[config.mk]
export PLATFORM = sky130hd
export DESIGN_NAME = unit_clause_collector
export DESIGN_NICKNAME = d
export VERILOG_FILES = /design/src/rtl/sat_pkg.sv /design/src/rtl/uc_accum.sv /design/src/rtl/unit_clause_collector.sv
export SDC_FILE = /design/constraint.sdc
export NUM_CORES = 1
export LEC_CHECK = 0
export CAP_MARGIN = 25
export CORE_ASPECT_RATIO = 2
export CORE_MARGIN = 5
export CORE_UTILIZATION = 56
export CTS_BUF_LIST = sky130_fd_sc_hd__clkbuf_4
export CTS_CLUSTER_DIAMETER = 100
export DETAILED_ROUTE_END_ITERATION = 12
export PLACE_DENSITY = 0.82
export SETUP_SLACK_MARGIN = 0.2
export SYNTH_ARGS = -nofsm -noshare
export SYNTH_HDL_FRONTEND = slang
export SYNTH_HIERARCHICAL = 1
export SYNTH_SLANG_ARGS = --single-unit
[constraint.sdc]
create_clock -name clk -period 3.8 [get_ports clk]
set_input_delay 0.76 -clock clk [delete_from_list [all_inputs] [get_ports clk]]
set_output_delay 0.76 -clock clk [all_outputs]
set_load 0.03 [all_outputs]
[src/rtl/sat_pkg.sv]
// sat_pkg: shared types and constants for the unit clause write path.
package sat_pkg;
    localparam int W_VARS = 8;
    typedef enum logic [2:0] {IDLE, COLLECT, FLUSH, DRAIN, CONFLICT} uc_coll_state_t;
    typedef struct packed {
        logic [$clog2(W_VARS)-1:0] var_idx;
        logic                      pol;
    } lit_t;
endpackage

[src/rtl/uc_accum.sv]
// uc_accum: per-batch literal accumulator (variable bitmap, polarity map, distinct count).
// Exposes next-state values so the FSM can flush the in_last beat on the same edge it is set.
module uc_accum
    import sat_pkg::*;
#(
    parameter int w = W_VARS,
    localparam int VW = $clog2(w)
) (
    input  logic          clk,
    input  logic          rst_n,
    input  logic          set,
    input  logic          clr,
    input  logic [VW-1:0] var_idx,
    input  logic          pol,
    output logic [w-1:0]  map_nxt,
    output logic [w-1:0]  pols_nxt,
    output logic [VW:0]   cnt_nxt,
    output logic          dup,
    output logic          conf
);
    logic [w-1:0] map, pols, sel;
    logic [VW:0]  cnt;
    logic         in_rng, hit;
    // out-of-range indices select nothing, so they never hit, set or count
    assign in_rng   = {1'b0, var_idx} < (VW+1)'(w);
    assign sel      = in_rng ? {{(w-1){1'b0}}, 1'b1} << var_idx : '0;
    assign hit      = |(map & sel);
    assign dup      = hit && ((|(pols & sel)) == pol);
    assign conf     = hit && !dup;
    assign map_nxt  = set ? map | sel : map;
    assign pols_nxt = set ? (pols & ~sel) | (pol ? sel : '0) : pols;
    assign cnt_nxt  = cnt + (VW+1)'(set && in_rng && !hit);
    always_ff @(posedge clk or negedge rst_n) begin
        if (!rst_n) begin
            map  <= '0;
            pols <= '0;
            cnt  <= '0;
        end else if (clr) begin
            map  <= '0;
            pols <= '0;
            cnt  <= '0;
        end else begin
            map  <= map_nxt;
            pols <= pols_nxt;
            cnt  <= cnt_nxt;
        end
    end
endmodule

[src/rtl/unit_clause_collector.sv]
// unit_clause_collector: packs a batch of implied unit literals into one write of the
// unit clause register, flags intra-batch conflicts, and waits for the register to drain.
module unit_clause_collector
    import sat_pkg::*;
#(
    parameter int w = W_VARS,
    localparam int VW = $clog2(w)
) (
    input  logic          clk,
    input  logic          rst_n,
    input  logic          in_valid,
    output logic          in_ready,
    input  logic [VW-1:0] in_var,
    input  logic          in_pol,
    input  logic          in_last,
    input  logic          uc_empty,
    output logic          w_en,
    output logic [w-1:0]  wd,
    output logic [w-1:0]  pol_map,
    output logic [VW:0]   unit_cnt,
    output logic          conflict,
    input  logic          conflict_clr
);
    uc_coll_state_t state;
    logic           last_seen, clr_seen, conf_done;
    logic           xfer, collecting, acc_set, acc_clr, acc_dup, acc_conf;
    logic [w-1:0]   map_nxt, pols_nxt;
    logic [VW:0]    cnt_nxt;
    assign xfer       = in_valid && in_ready;
    assign collecting = state == IDLE || state == COLLECT;
    assign acc_set    = collecting && xfer && !acc_dup && !acc_conf;
    assign acc_clr    = collecting && xfer && (acc_conf || in_last);
    assign conf_done  = (last_seen || (xfer && in_last)) && (clr_seen || conflict_clr);
    uc_accum #(.w(w)) u_accum (
        .clk      (clk),
        .rst_n    (rst_n),
        .set      (acc_set),
        .clr      (acc_clr),
        .var_idx  (in_var),
        .pol      (in_pol),
        .map_nxt  (map_nxt),
        .pols_nxt (pols_nxt),
        .cnt_nxt  (cnt_nxt),
        .dup      (acc_dup),
        .conf     (acc_conf)
    );
    always_ff @(posedge clk or negedge rst_n) begin
        if (!rst_n) begin
            state     <= IDLE;
            in_ready  <= 1'b0;
            w_en      <= 1'b0;
            wd        <= '0;
            pol_map   <= '0;
            unit_cnt  <= '0;
            conflict  <= 1'b0;
            last_seen <= 1'b0;
            clr_seen  <= 1'b0;
        end else begin
            w_en <= 1'b0;
            case (state)
                IDLE, COLLECT: begin
                    in_ready <= 1'b1;
                    if (xfer && acc_conf) begin
                        state     <= CONFLICT;
                        conflict  <= 1'b1;
                        last_seen <= in_last;
                        clr_seen  <= conflict_clr;
                        in_ready  <= !in_last;
                    end else if (xfer && in_last) begin
                        state    <= FLUSH;
                        in_ready <= 1'b0;
                        // a batch of only dropped beats produces no write
                        if (|map_nxt) begin
                            w_en     <= 1'b1;
                            wd       <= map_nxt;
                            pol_map  <= pols_nxt;
                            unit_cnt <= cnt_nxt;
                        end
                    end else if (xfer) begin
                        state <= COLLECT;
                    end
                end
                FLUSH: begin
                    state    <= w_en ? DRAIN : IDLE;
                    in_ready <= !w_en;
                end
                DRAIN: begin
                    if (uc_empty) begin
                        state    <= IDLE;
                        in_ready <= 1'b1;
                    end
                end
                CONFLICT: begin
                    // after in_last, stall the next batch until the conflict is acknowledged
                    if (xfer && in_last) begin
                        last_seen <= 1'b1;
                        in_ready  <= 1'b0;
                    end
                    if (conflict_clr) clr_seen <= 1'b1;
                    if (conf_done) begin
                        state     <= IDLE;
                        conflict  <= 1'b0;
                        in_ready  <= 1'b1;
                        last_seen <= 1'b0;
                        clr_seen  <= 1'b0;
                    end
                end
                default: state <= IDLE;
            endcase
        end
    end
endmodule

==> results of run 1 <==
worst min-delay path by stage:
stage | from | end | slack, ns | cells after the start
2_1_floorplan | rst_n | clr_seen | 0.46 | 0
3_3_place_gp | wd[3] | wd[3] | 0.48 | 1
3_5_place_dp | pol_map[7] | pol_map[7] | 0.49 | 1
4_1_cts | pol_map[7] | pol_map[7] | 0.52 | 1
5_1_grt | rst_n | pol_map[7] | 0.27 | 1
6_report | rst_n | u_accum/pols[5] | 0.28 | 1
cells by family after synthesis:
| logic type | synth area share [%] |
|---|---|
| xor gates and xnor gates | 1.44 |
| buffers and inverters | 3.14 |
| muxes | 17.4 |
| DFF | 51.1 |
| adders and majority gates | 1.06 |
| and+or+nand+nor | 19.1 |
| AOI/OAI and AO/OA | 6.76 |
per-layer routing:
metal / up-vias / GRT usage, % / share of wire [%]
li1: 827 / - / -
met3: 16 / 4.08 / 2.9
met2: 41 / 37.1 / 57
met4: 0 / 13.1 / 4.1
met1: 863 / 21.1 / 36
met5: - / 0 / 0
worst register-to-register path, delay by kind of cell (launching register included):
family | cells | cell delay (ns)
AND/OR/NAND/NOR | 10 | 1.45
buffers and inverters | 1 | 0.19
XOR/XNOR | 1 | 0.19
flip-flops | 1 | 0.40
multiplexers | 3 | 0.91
power groups by stage:
| stage | sequential (mW) | clock (mW) | combinational [mW] |
|---|---|---|---|
| after floorplan | 0.521 | 0 | 0.0128 |
| after detailed placement | 0.520 | 0 | 0.0411 |
| after CTS | 0.511 | 0.234 | 0.0410 |
| after global routing | 0.511 | 0.252 | 0.0470 |
| final | 0.511 | 0.223 | 0.0430 |
| after global placement | 0.520 | 0 | 0.0406 |
per-stage QoR:
step | setup slack (ns) | hold WS (ns) | setup TNS (ns) | area, um^2
detailed placement | -0.556 | 0.492 | -11.22 | 2910
floorplan | 0.237 | 0.464 | 0 | 2350
CTS | 0.209 | 0.521 | 0 | 2980
global placement | -0.443 | 0.478 | -8.85 | 2910
global route | 0.186 | 0.274 | 0 | 3030
finish | 0.330 | 0.278 | 0 | 3030
timing repair:
item,4_1_cts,5_1_grt
buffers inserted,0,0
setup endpoints to repair,22,20
cloned,1,0
resized for setup,9,15
pin swaps,0,4
flip-flops by register name, summed over array words and instances, names as in the netlist, 3 cells and up:
name	cells
u_accum/map	8
state	3
unit_cnt	4
pol_map	8
u_accum/pols	8
wd	8
u_accum/cnt	4
synth_stat cells (4+ instances only):
| library cell | instances | area share [%] |
|---|---|---|
| sky130_fd_sc_hd__dfrtp_1 | 48 | 51 |
| sky130_fd_sc_hd__mux2_2 | 28 | 13 |
| sky130_fd_sc_hd__nor2b_1 | 23 | 6.1 |
| sky130_fd_sc_hd__nand2_1 | 11 | 1.8 |
| sky130_fd_sc_hd__o21ai_0 | 7 | 1.5 |
| sky130_fd_sc_hd__mux2i_1 | 6 | 2.6 |
| sky130_fd_sc_hd__buf_2 | 5 | 1.1 |
| sky130_fd_sc_hd__nand2b_1 | 5 | 1.3 |
| sky130_fd_sc_hd__nor2_1 | 5 | 0.80 |
| sky130_fd_sc_hd__or2_2 | 5 | 1.3 |
| sky130_fd_sc_hd__a21oi_1 | 4 | 0.85 |
| sky130_fd_sc_hd__nand3b_1 | 4 | 1.3 |
final cells by class:
class | instances | area share (%)
clock buffers | 6 | 1.49
clock inverters | 1 | 0.165
inverters | 3 | 0.371
multi-input cells | 139 | 37.1
flip-flops and latches | 48 | 39.6
well taps | 52 | 2.15
repair buffers | 66 | 19.1
==> impl_metrics.json, run 1 <==
{
  "intPower_mw": 0.605,
  "worst_setup_end_kind": "flop",
  "fmax_mhz": 288,
  "clkLatencyLatePin_ns": 0.35,
  "area.growth.synth_to_final_pct": 29.0,
  "worstReg2RegEnd": "pol_map[7]",
  "post-route-min-period_ns": 3.47,
  "cp_num_cells": 19,
  "synth-edff-count": 0,
  "worst_hold_path_type": "input port to asynchronous set/reset pin",
  "overflow": 0,
  "pwr-share-clk_pct": 28.7,
  "post-route-drc-count": 0,
  "ios": 33,
  "floorplan.die.width_um": 55.8,
  "power.density_cell_area_nw_per_um2": 256,
  "timing.reg2reg.setup_slack_ns": 0.55,
  "antenna_found_initial": 0,
  "antenna_cells_inserted": 0,
  "detailed_routing_iteration_count_for_the_pre_antenna_repair_pass": 4,
  "cts_num_sinks": 48,
  "final_max_slew_viol_count": 0,
  "crit_path_top_delay_cell": "sky130_fd_sc_hd__mux2_1",
  "path_buf_inv": 5,
  "fin_total_pwr_mw": 0.777,
  "switchingPower_mw": 0.172,
  "cts-buffers-inserted": 5,
  "wire_length_of_the_first_global_routing_pass_um": 8780,
  "synth.ff_latch_count": 48,
  "average_wire_per_standard_cell_um": 16.8,
  "critical_path.startpoint_type": "input port",
  "core_area_um2": 4090,
  "synth_sequential_area_ratio_pct": 51.1,
  "vias_per_cell": 5.55,
  "synthFlopType": "sky130_fd_sc_hd__dfrtp_1",
  "timing_worst_slew_pin_value_ns": 0.330,
  "dr_total_vias": 1747,
  "worst_case_vdd_ir_drop_mv": 0.360,
  "final_worst_path_cycle_share_pct": 91.3,
  "combinationalPowerShare_pct": 5.5,
  "async_set_or_reset_register_ratio_after_synthesis_pct": 100,
  "io_buffer_count": 32,
  "cell_at_the_root_of_the_clock_tree": "sky130_fd_sc_hd__clkbuf_4",
  "number_of_placed_instances_with_taps_included": 306,
  "regToRegStartpoint": "u_accum/pols[1]",
  "grt_start_max_net_pins": 49,
  "area_of_the_multi_input_gates_um2": 1120,
  "seq_area_um2": 1200,
  "hold_viol_final": 0,
  "post_synth_instance_area_um2": 2350,
  "gp_congestion": 0.890,
  "worstRegToRegCells": 15,
  "critPathCapture": "wd[3]",
  "final.setup_skew_ns": 0.00631,
  "grt_usage_pct": 20.5,
  "highest_count_cells_in_the_layout_ignoring_fill_and_taps": "48 x sky130_fd_sc_hd__dfrtp_1, 30 x sky130_fd_sc_hd__buf_4, 28 x sky130_fd_sc_hd__mux2_2, 28 x sky130_fd_sc_hd__clkdlybuf4s50_1, 23 x sky130_fd_sc_hd__nor2b_1",
  "static_leakage_nw": 1.54,
  "critPathTopFamily": "simple AND/OR/NAND/NOR gates",
  "yosys.cell_types.count": 45,
  "first_global_vias": 1852,
  "timing.slew.headroom_pct": 78.0,
  "timing.critical_path.slowest_cell_delay_ns": 0.31,
  "required_ns": 4.05,
  "place_hpwl_um": 3900,
  "setup_repair_after_global_routing_missed_its_margin": "false",
  "core.rowCount": 33,
  "final_cells": 315,
  "drt-initial-drc-count": 53,
  "swShare_pct": 22.1,
  "timing.critical_path.fanout_max": 9,
  "cts.reportedPaths.clkPinSlew_ns": 0.13,
  "tritoncts": "done",
  "drt-total-wl_um": 5280,
  "post-route-util_pct": 74.2,
  "cp-startpoint": "in_var[0]",
  "antenna_left": 0,
  "final_nets": 275,
  "crit_chain": "buf_2 > buf_4 > buf_4 > nand2_1 > nor2_1 > a2111oi_2 > buf_4 > nor2b_4 > nor2_2 > nand2_1 > nor2_2 > nand2b_1 > nor3b_4 > or2_4 > nor4_4 > nand2_1 > nand4_1 > buf_6 > mux2_1",
  "post_route_cells_drive_above_1_share_pct": 34.2,
  "maximum_buffer_depth_of_the_clock_tree": 2,
  "synth.yosys.warnings": 6,
  "die_height_um": 102,
  "layout.cells.most_common": "sky130_fd_sc_hd__dfrtp_1",
  "setup-violations-final": 0,
  "mappedNetlistNets": 213,
  "cts-hold-fix-buffers": 0,
  "outcome": "completed",
  "syn-mean-instance-area_um2": 11.7,
  "cp.arrival_ns": 3.72,
  "max_h_tree_level": 2,
  "post_synth_inst_count": 201,
  "filler_instances": 286,
  "critPathKind": "input port to flop",
  "area_of_the_die_um2": 5670,
  "initial_utilization_pct": 57.5,
  "maxCapViolCount": 0,
  "seq_power_share_pct": 65.7
}
No activity file was read; power rests on OpenSTA's default activity.
==> run 2, diff against run 1 <==
CAP_MARGIN = unset   (was 25)
CORE_ASPECT_RATIO = unset   (was 2)
==> impl_metrics.json, run 2 (synthesis results as in run 1) <==
{
  "ios": 33,
  "final_nets": 274,
  "area_of_the_die_um2": 5590,
  "die_height_um": 74.8,
  "post_route_cells_drive_above_1_share_pct": 34.4,
  "layout.cells.most_common": "sky130_fd_sc_hd__dfrtp_1",
  "antenna_found_initial": 0,
  "critPathTopFamily": "simple AND/OR/NAND/NOR gates",
  "vias_per_cell": 5.53,
  "floorplan.die.width_um": 74.8,
  "post-route-min-period_ns": 3.42,
  "outcome": "completed",
  "grt_start_max_net_pins": 49,
  "setup_repair_after_global_routing_missed_its_margin": "false",
  "antenna_cells_inserted": 0,
  "core.rowCount": 23,
  "final_max_slew_viol_count": 0,
  "use_met3_pct": 4.14,
  "cts_num_sinks": 48,
  "core_area_um2": 4030,
  "fmax_mhz": 293,
  "worstHoldEndpoint": "pol_map[2]",
  "intPower_mw": 0.602,
  "crit_chain": "dlygate4sd2_1 > mux4_2 > xnor2_2 > nor2b_4 > nor2_2 > nand2_1 > nor2_2 > nand2b_1 > nor3_2 > or2_2 > nor4_2 > nand2_1 > nand4_1 > buf_4 > buf_6 > mux2_2",
  "timing_worst_slew_pin_value_ns": 1.04,
  "grt_usage_pct": 20.5,
  "tritoncts": "done",
  "cell_at_the_root_of_the_clock_tree": "sky130_fd_sc_hd__clkbuf_4",
  "seq_power_share_pct": 65.7,
  "final_worst_path_cycle_share_pct": 89.9,
  "static_leakage_nw": 1.53,
  "timing.critical_path.fanout_max": 7,
  "combinationalPowerShare_pct": 5.0,
  "timing.critical_path.slowest_cell_delay_ns": 0.55,
  "grt_busiest_layer": "met2",
  "wire_length_of_the_first_global_routing_pass_um": 8500,
  "final.setup.tns_ns": 0,
  "min_delay_path_depth": 1,
  "timing.reg2reg.setup_slack_ns": 0.61,
  "gp_congestion": 0.804,
  "post-route-util_pct": 75.1,
  "maxCapViolCount": 0,
  "hold_ws_ns": 0.519,
  "met1_usage_pct": 24.5,
  "io_buffer_count": 32,
  "worstReg2RegEnd": "pol_map[5]",
  "crit_path_top_delay_cell": "sky130_fd_sc_hd__mux4_2",
  "setup-violations-final": 0,
  "worst_hold_path_type": "flop to flop",
  "critical_path.startpoint_type": "input port",
  "clkLatencyLatePin_ns": 0.37,
  "place_hpwl_um": 3610,
  "maximum_buffer_depth_of_the_clock_tree": 2,
  "worst_case_vdd_ir_drop_mv": 0.211,
  "regToRegStartpoint": "u_accum/pols[7]",
  "worst_setup_end_kind": "flop",
  "timing.slew.headroom_pct": 30.7,
  "fin_total_pwr_mw": 0.777,
  "first_global_vias": 1847,
  "power.density_cell_area_nw_per_um2": 257,
  "critPathKind": "input port to flop",
  "path_buf_inv": 3,
  "final_cell_area_um2": 3020,
  "area.growth.synth_to_final_pct": 28.7,
  "max_h_tree_level": 2,
  "overflow": 0,
  "worst_hold_startpoint": "pol_map[2]",
  "switchingPower_mw": 0.176,
  "placedInstanceArea_um2": 2890,
  "drt-total-wl_um": 5120,
  "worstRegToRegCells": 16,
  "required_ns": 4.06,
  "drt-initial-drc-count": 71,
  "cts.reportedPaths.clkPinSlew_ns": 0.12,
  "cts-buffers-inserted": 5,
  "cp.arrival_ns": 3.68,
  "detailed_routing_iteration_count_for_the_pre_antenna_repair_pass": 4,
  "cts-hold-fix-buffers": 0,
  "average_wire_per_standard_cell_um": 16.4,
  "hold_viol_final": 0,
  "met2_usage_pct": 33.9,
  "highest_count_cells_in_the_layout_ignoring_fill_and_taps": "48 x sky130_fd_sc_hd__dfrtp_1, 30 x sky130_fd_sc_hd__buf_4, 28 x sky130_fd_sc_hd__mux2_2, 28 x sky130_fd_sc_hd__clkdlybuf4s50_1, 23 x sky130_fd_sc_hd__nor2b_1",
  "initial_utilization_pct": 58.3,
  "post-route-drc-count": 0,
  "pwr-share-clk_pct": 29.3,
  "final.setup_skew_ns": 0.0110,
  "antenna_left": 0,
  "swShare_pct": 22.6,
  "dr_total_vias": 1725
}
[run 2: changes by cell type in the layout (fill, tap and decap cells not counted), moves of 2 or more]
cell | previous run | this run
sky130_fd_sc_hd__clkbuf_2 | 2 | 0
sky130_fd_sc_hd__dlygate4sd2_1 | 0 | 2
sky130_fd_sc_hd__nor3_1 | 2 | 0
sky130_fd_sc_hd__nor3_2 | 1 | 3
sky130_fd_sc_hd__nor3b_2 | 0 | 2
sky130_fd_sc_hd__or2_2 | 3 | 5
sky130_fd_sc_hd__or2_4 | 2 | 0
[run 2: final cells by class]
class | count | area, um^2
flip-flops and latches | 48 | 1200
multi-input cells | 139 | 1130
fillers | 284 | 1000
repair buffers | 65 | 567
well taps | 50 | 62.6
clock buffers | 6 | 45.0
inverters | 3 | 11.3
clock inverters | 1 | 5.00
[run 2: power by group through the flow]
| stage | combinational [mW] | clock, mW | sequential, mW |
|---|---|---|---|
| 6_report | 0.0390 | 0.228 | 0.511 |
| 2_1_floorplan | 0.0128 | 0 | 0.521 |
| 3_3_place_gp | 0.0376 | 0 | 0.520 |
| 3_5_place_dp | 0.0385 | 0 | 0.520 |
| 5_1_grt | 0.0431 | 0.256 | 0.511 |
| 4_1_cts | 0.0392 | 0.239 | 0.511 |
[run 2: how the worst max path moves through the flow]
stage / from / to / slack [ns] / depth (start not counted)
CTS: in_var[0] / wd[2] / 0.25 / 17
global placement: in_var[0] / unit_cnt[2] / -0.39 / 17
detailed placement: in_var[0] / wd[6] / -0.52 / 17
global route: in_var[2] / pol_map[7] / 0.24 / 17
finish: in_var[1] / pol_map[5] / 0.38 / 16
floorplan: in_var[0] / pol_map[0] / 0.24 / 16
[run 2: metrics by stage]
step	worst slack (ns)	instances
floorplan	0.237	201
global placement	-0.391	302
detailed placement	-0.517	302
CTS	0.250	310
global route	0.238	312
finish	0.383	312
[run 2: timing repair]
action | 4_1_cts | 5_1_grt
pin swaps | 3 | 3
gates resized for setup | 14 | 7
gates cloned | 0 | 1
endpoints found under the setup margin | 21 | 20
setup buffers | 1 | 1
[run 2: per-layer routing]
| layer | vias to the layer above | part of all wire [%] |
|---|---|---|
| met1 | 848 | 42 |
| met4 | 0 | 3.1 |
| met5 | - | 0 |
| met2 | 44 | 51 |
| li1 | 820 | - |
| met3 | 13 | 3.8 |
[run 2: worst register-to-register path: cells and delay by family (launching register included)]
family	cells	cell delay, ns
and+or+nand+nor	10	1.31
DFF	1	0.38
buffers and inverters	2	0.29
muxes	3	0.92
xor gates and xnor gates	1	0.18
==> run 3, diff against run 2 <==
PLACE_DENSITY = unset   (was 0.82)
PLACE_DENSITY_LB_ADDON = 0.25   (was unset)
==> impl_metrics.json, run 3 (synthesis results as in run 1) <==
{
  "final_nets": 283,
  "final.setup_skew_ns": 0.00754,
  "post-route-min-period_ns": 3.72,
  "cts-buffers-inserted": 5,
  "post_route_cells_drive_above_1_share_pct": 39.0,
  "timing_worst_slew_pin_value_ns": 1.01,
  "timing.critical_path.fanout_max": 14,
  "drt-total-wl_um": 5920,
  "crit_chain": "clkbuf_4 > buf_8 > nand3b_1 > a21oi_2 > a2111oi_2 > buf_4 > nor2b_4 > nor2_2 > nand2_2 > nor2_4 > buf_4 > buf_4 > nand4b_1 > nand2b_1 > nor4_4 > nand2_1 > nand4_1 > buf_6 > mux2_1",
  "initial_utilization_pct": 58.3,
  "placedInstanceArea_um2": 2890,
  "drt-initial-drc-count": 132,
  "wire_length_of_the_first_global_routing_pass_um": 9130,
  "critical_path.startpoint_type": "input port",
  "fmax_mhz": 269,
  "outcome": "completed",
  "core_area_um2": 4030,
  "critPathTopFamily": "simple AND/OR/NAND/NOR gates",
  "final_cell_area_um2": 3160,
  "required_ns": 4.08,
  "clkLatencyLatePin_ns": 0.38,
  "final.setup.tns_ns": 0,
  "gp_congestion": 0.895,
  "average_wire_per_standard_cell_um": 18.4,
  "antenna_found_initial": 0,
  "worst_hold_path_type": "flop to flop",
  "die_height_um": 74.8,
  "grt_start_max_net_pins": 49,
  "place_hpwl_um": 3690,
  "timing.slew.headroom_pct": 32.3,
  "worst_setup_end_kind": "flop",
  "maxCapViolCount": 0,
  "static_leakage_nw": 1.60,
  "cts_num_sinks": 48,
  "dr_total_vias": 1856,
  "post-route-util_pct": 78.4,
  "cell_at_the_root_of_the_clock_tree": "sky130_fd_sc_hd__clkbuf_4",
  "power.density_cell_area_nw_per_um2": 275,
  "vias_per_cell": 5.76,
  "overflow": 0,
  "cpMostUsedCell": "sky130_fd_sc_hd__buf_4",
  "antenna_cells_inserted": 0,
  "filler_instances": 232,
  "antenna_left": 0,
  "area_of_the_die_um2": 5590,
  "post-route-drc-count": 0,
  "cts-hold-fix-buffers": 0,
  "timing.critical_path.slowest_cell_delay_ns": 0.44,
  "path_buf_inv": 6,
  "setup-violations-final": 0,
  "area.growth.synth_to_final_pct": 34.4,
  "critPathKind": "input port to flop",
  "grt_usage_pct": 22.0,
  "io_buffer_count": 32,
  "tritoncts": "done",
  "layout.cells.most_common": "sky130_fd_sc_hd__dfrtp_1",
  "final_worst_path_cycle_share_pct": 97.8,
  "floorplan.die.width_um": 74.8,
  "maximum_buffer_depth_of_the_clock_tree": 2,
  "worst_case_vdd_ir_drop_mv": 0.193,
  "highest_count_cells_in_the_layout_ignoring_fill_and_taps": "48 x sky130_fd_sc_hd__dfrtp_1, 36 x sky130_fd_sc_hd__buf_4, 28 x sky130_fd_sc_hd__mux2_2, 28 x sky130_fd_sc_hd__clkdlybuf4s50_1, 23 x sky130_fd_sc_hd__nor2b_1",
  "first_global_vias": 2011,
  "final_max_slew_viol_count": 0,
  "setup_repair_after_global_routing_missed_its_margin": "true",
  "hold_viol_final": 0,
  "core.rowCount": 23,
  "ios": 33,
  "max_h_tree_level": 2,
  "cts.reportedPaths.clkPinSlew_ns": 0.14,
  "crit_path_top_delay_cell": "sky130_fd_sc_hd__a2111oi_2",
  "detailed_routing_iteration_count_for_the_pre_antenna_repair_pass": 5,
  "fin_total_pwr_mw": 0.868,
  "cp.arrival_ns": 4.00
}
==> run 3: cell types whose count changed in the layout (fill, tap and decap cells not counted), moves of 2 or more <==
cell,before,now
sky130_fd_sc_hd__dlygate4sd2_1,2,0
sky130_fd_sc_hd__clkbuf_2,0,2
sky130_fd_sc_hd__or2_2,5,3
sky130_fd_sc_hd__buf_6,3,5
sky130_fd_sc_hd__or2_4,0,2
sky130_fd_sc_hd__buf_4,30,36
==> run 3: cell type report <==
class / count / area, um^2 / area share [%]
sequential: 48 / 1200 / 38.0
multi-input combinational: 139 / 1150 / 36.6
timing repair buffer: 74 / 644 / 20.4
tap: 50 / 62.6 / 1.98
clock inverter: 3 / 46.3 / 1.47
clock buffer: 5 / 37.5 / 1.19
inverter: 3 / 11.3 / 0.357
==> run 3: per-stage QoR <==
step / std cells / worst slack, ns / hold slack [ns]
final: 322 / 0.0820 / 0.514
after global routing: 322 / 0.0127 / 0.543
after CTS: 316 / 0.234 / 0.517
after detailed placement: 302 / -0.609 / 0.485
after global placement: 302 / -0.410 / 0.480
after floorplan: 201 / 0.237 / 0.464
==> run 3: worst paths after layout <==
path	cells after the start	slack, ns	from	to
max in group asynchronous	1	2.65	rst_n	wd[6]
min	1	0.51	wd[3]	wd[3]
min in group asynchronous	1	0.54	rst_n	pol_map[4]
max reg2reg	17	0.35	u_accum/map[1]	wd[3]
max	19	0.08	in_var[0]	wd[3]
min reg2reg	1	0.51	wd[3]	wd[3]
==> run 3: timing repair <==
item | 4_1_cts | 5_1_grt
pin swaps | 4 | 6
endpoints found under the setup margin | 21 | 20
buffers inserted | 6 | 6
resized for setup | 20 | 15
==> run 3: report_power, final <==
group                 switching (mW)  leakage, nW  internal, mW
Clock                          0.174       0.0418         0.141
Combinational                 0.0251        0.901        0.0173
Sequential     0.0000000000000000169        0.655         0.511
==> run 3: routing by layer <==
layer / track usage (%) / vias to the layer above / part of all wire (%)
met5: 0 / - / 0
met4: 12.3 / 0 / 4.4
met3: 4.94 / 27 / 4.5
met2: 39.3 / 70 / 52
met1: 23.9 / 916 / 39
li1: - / 843 / -
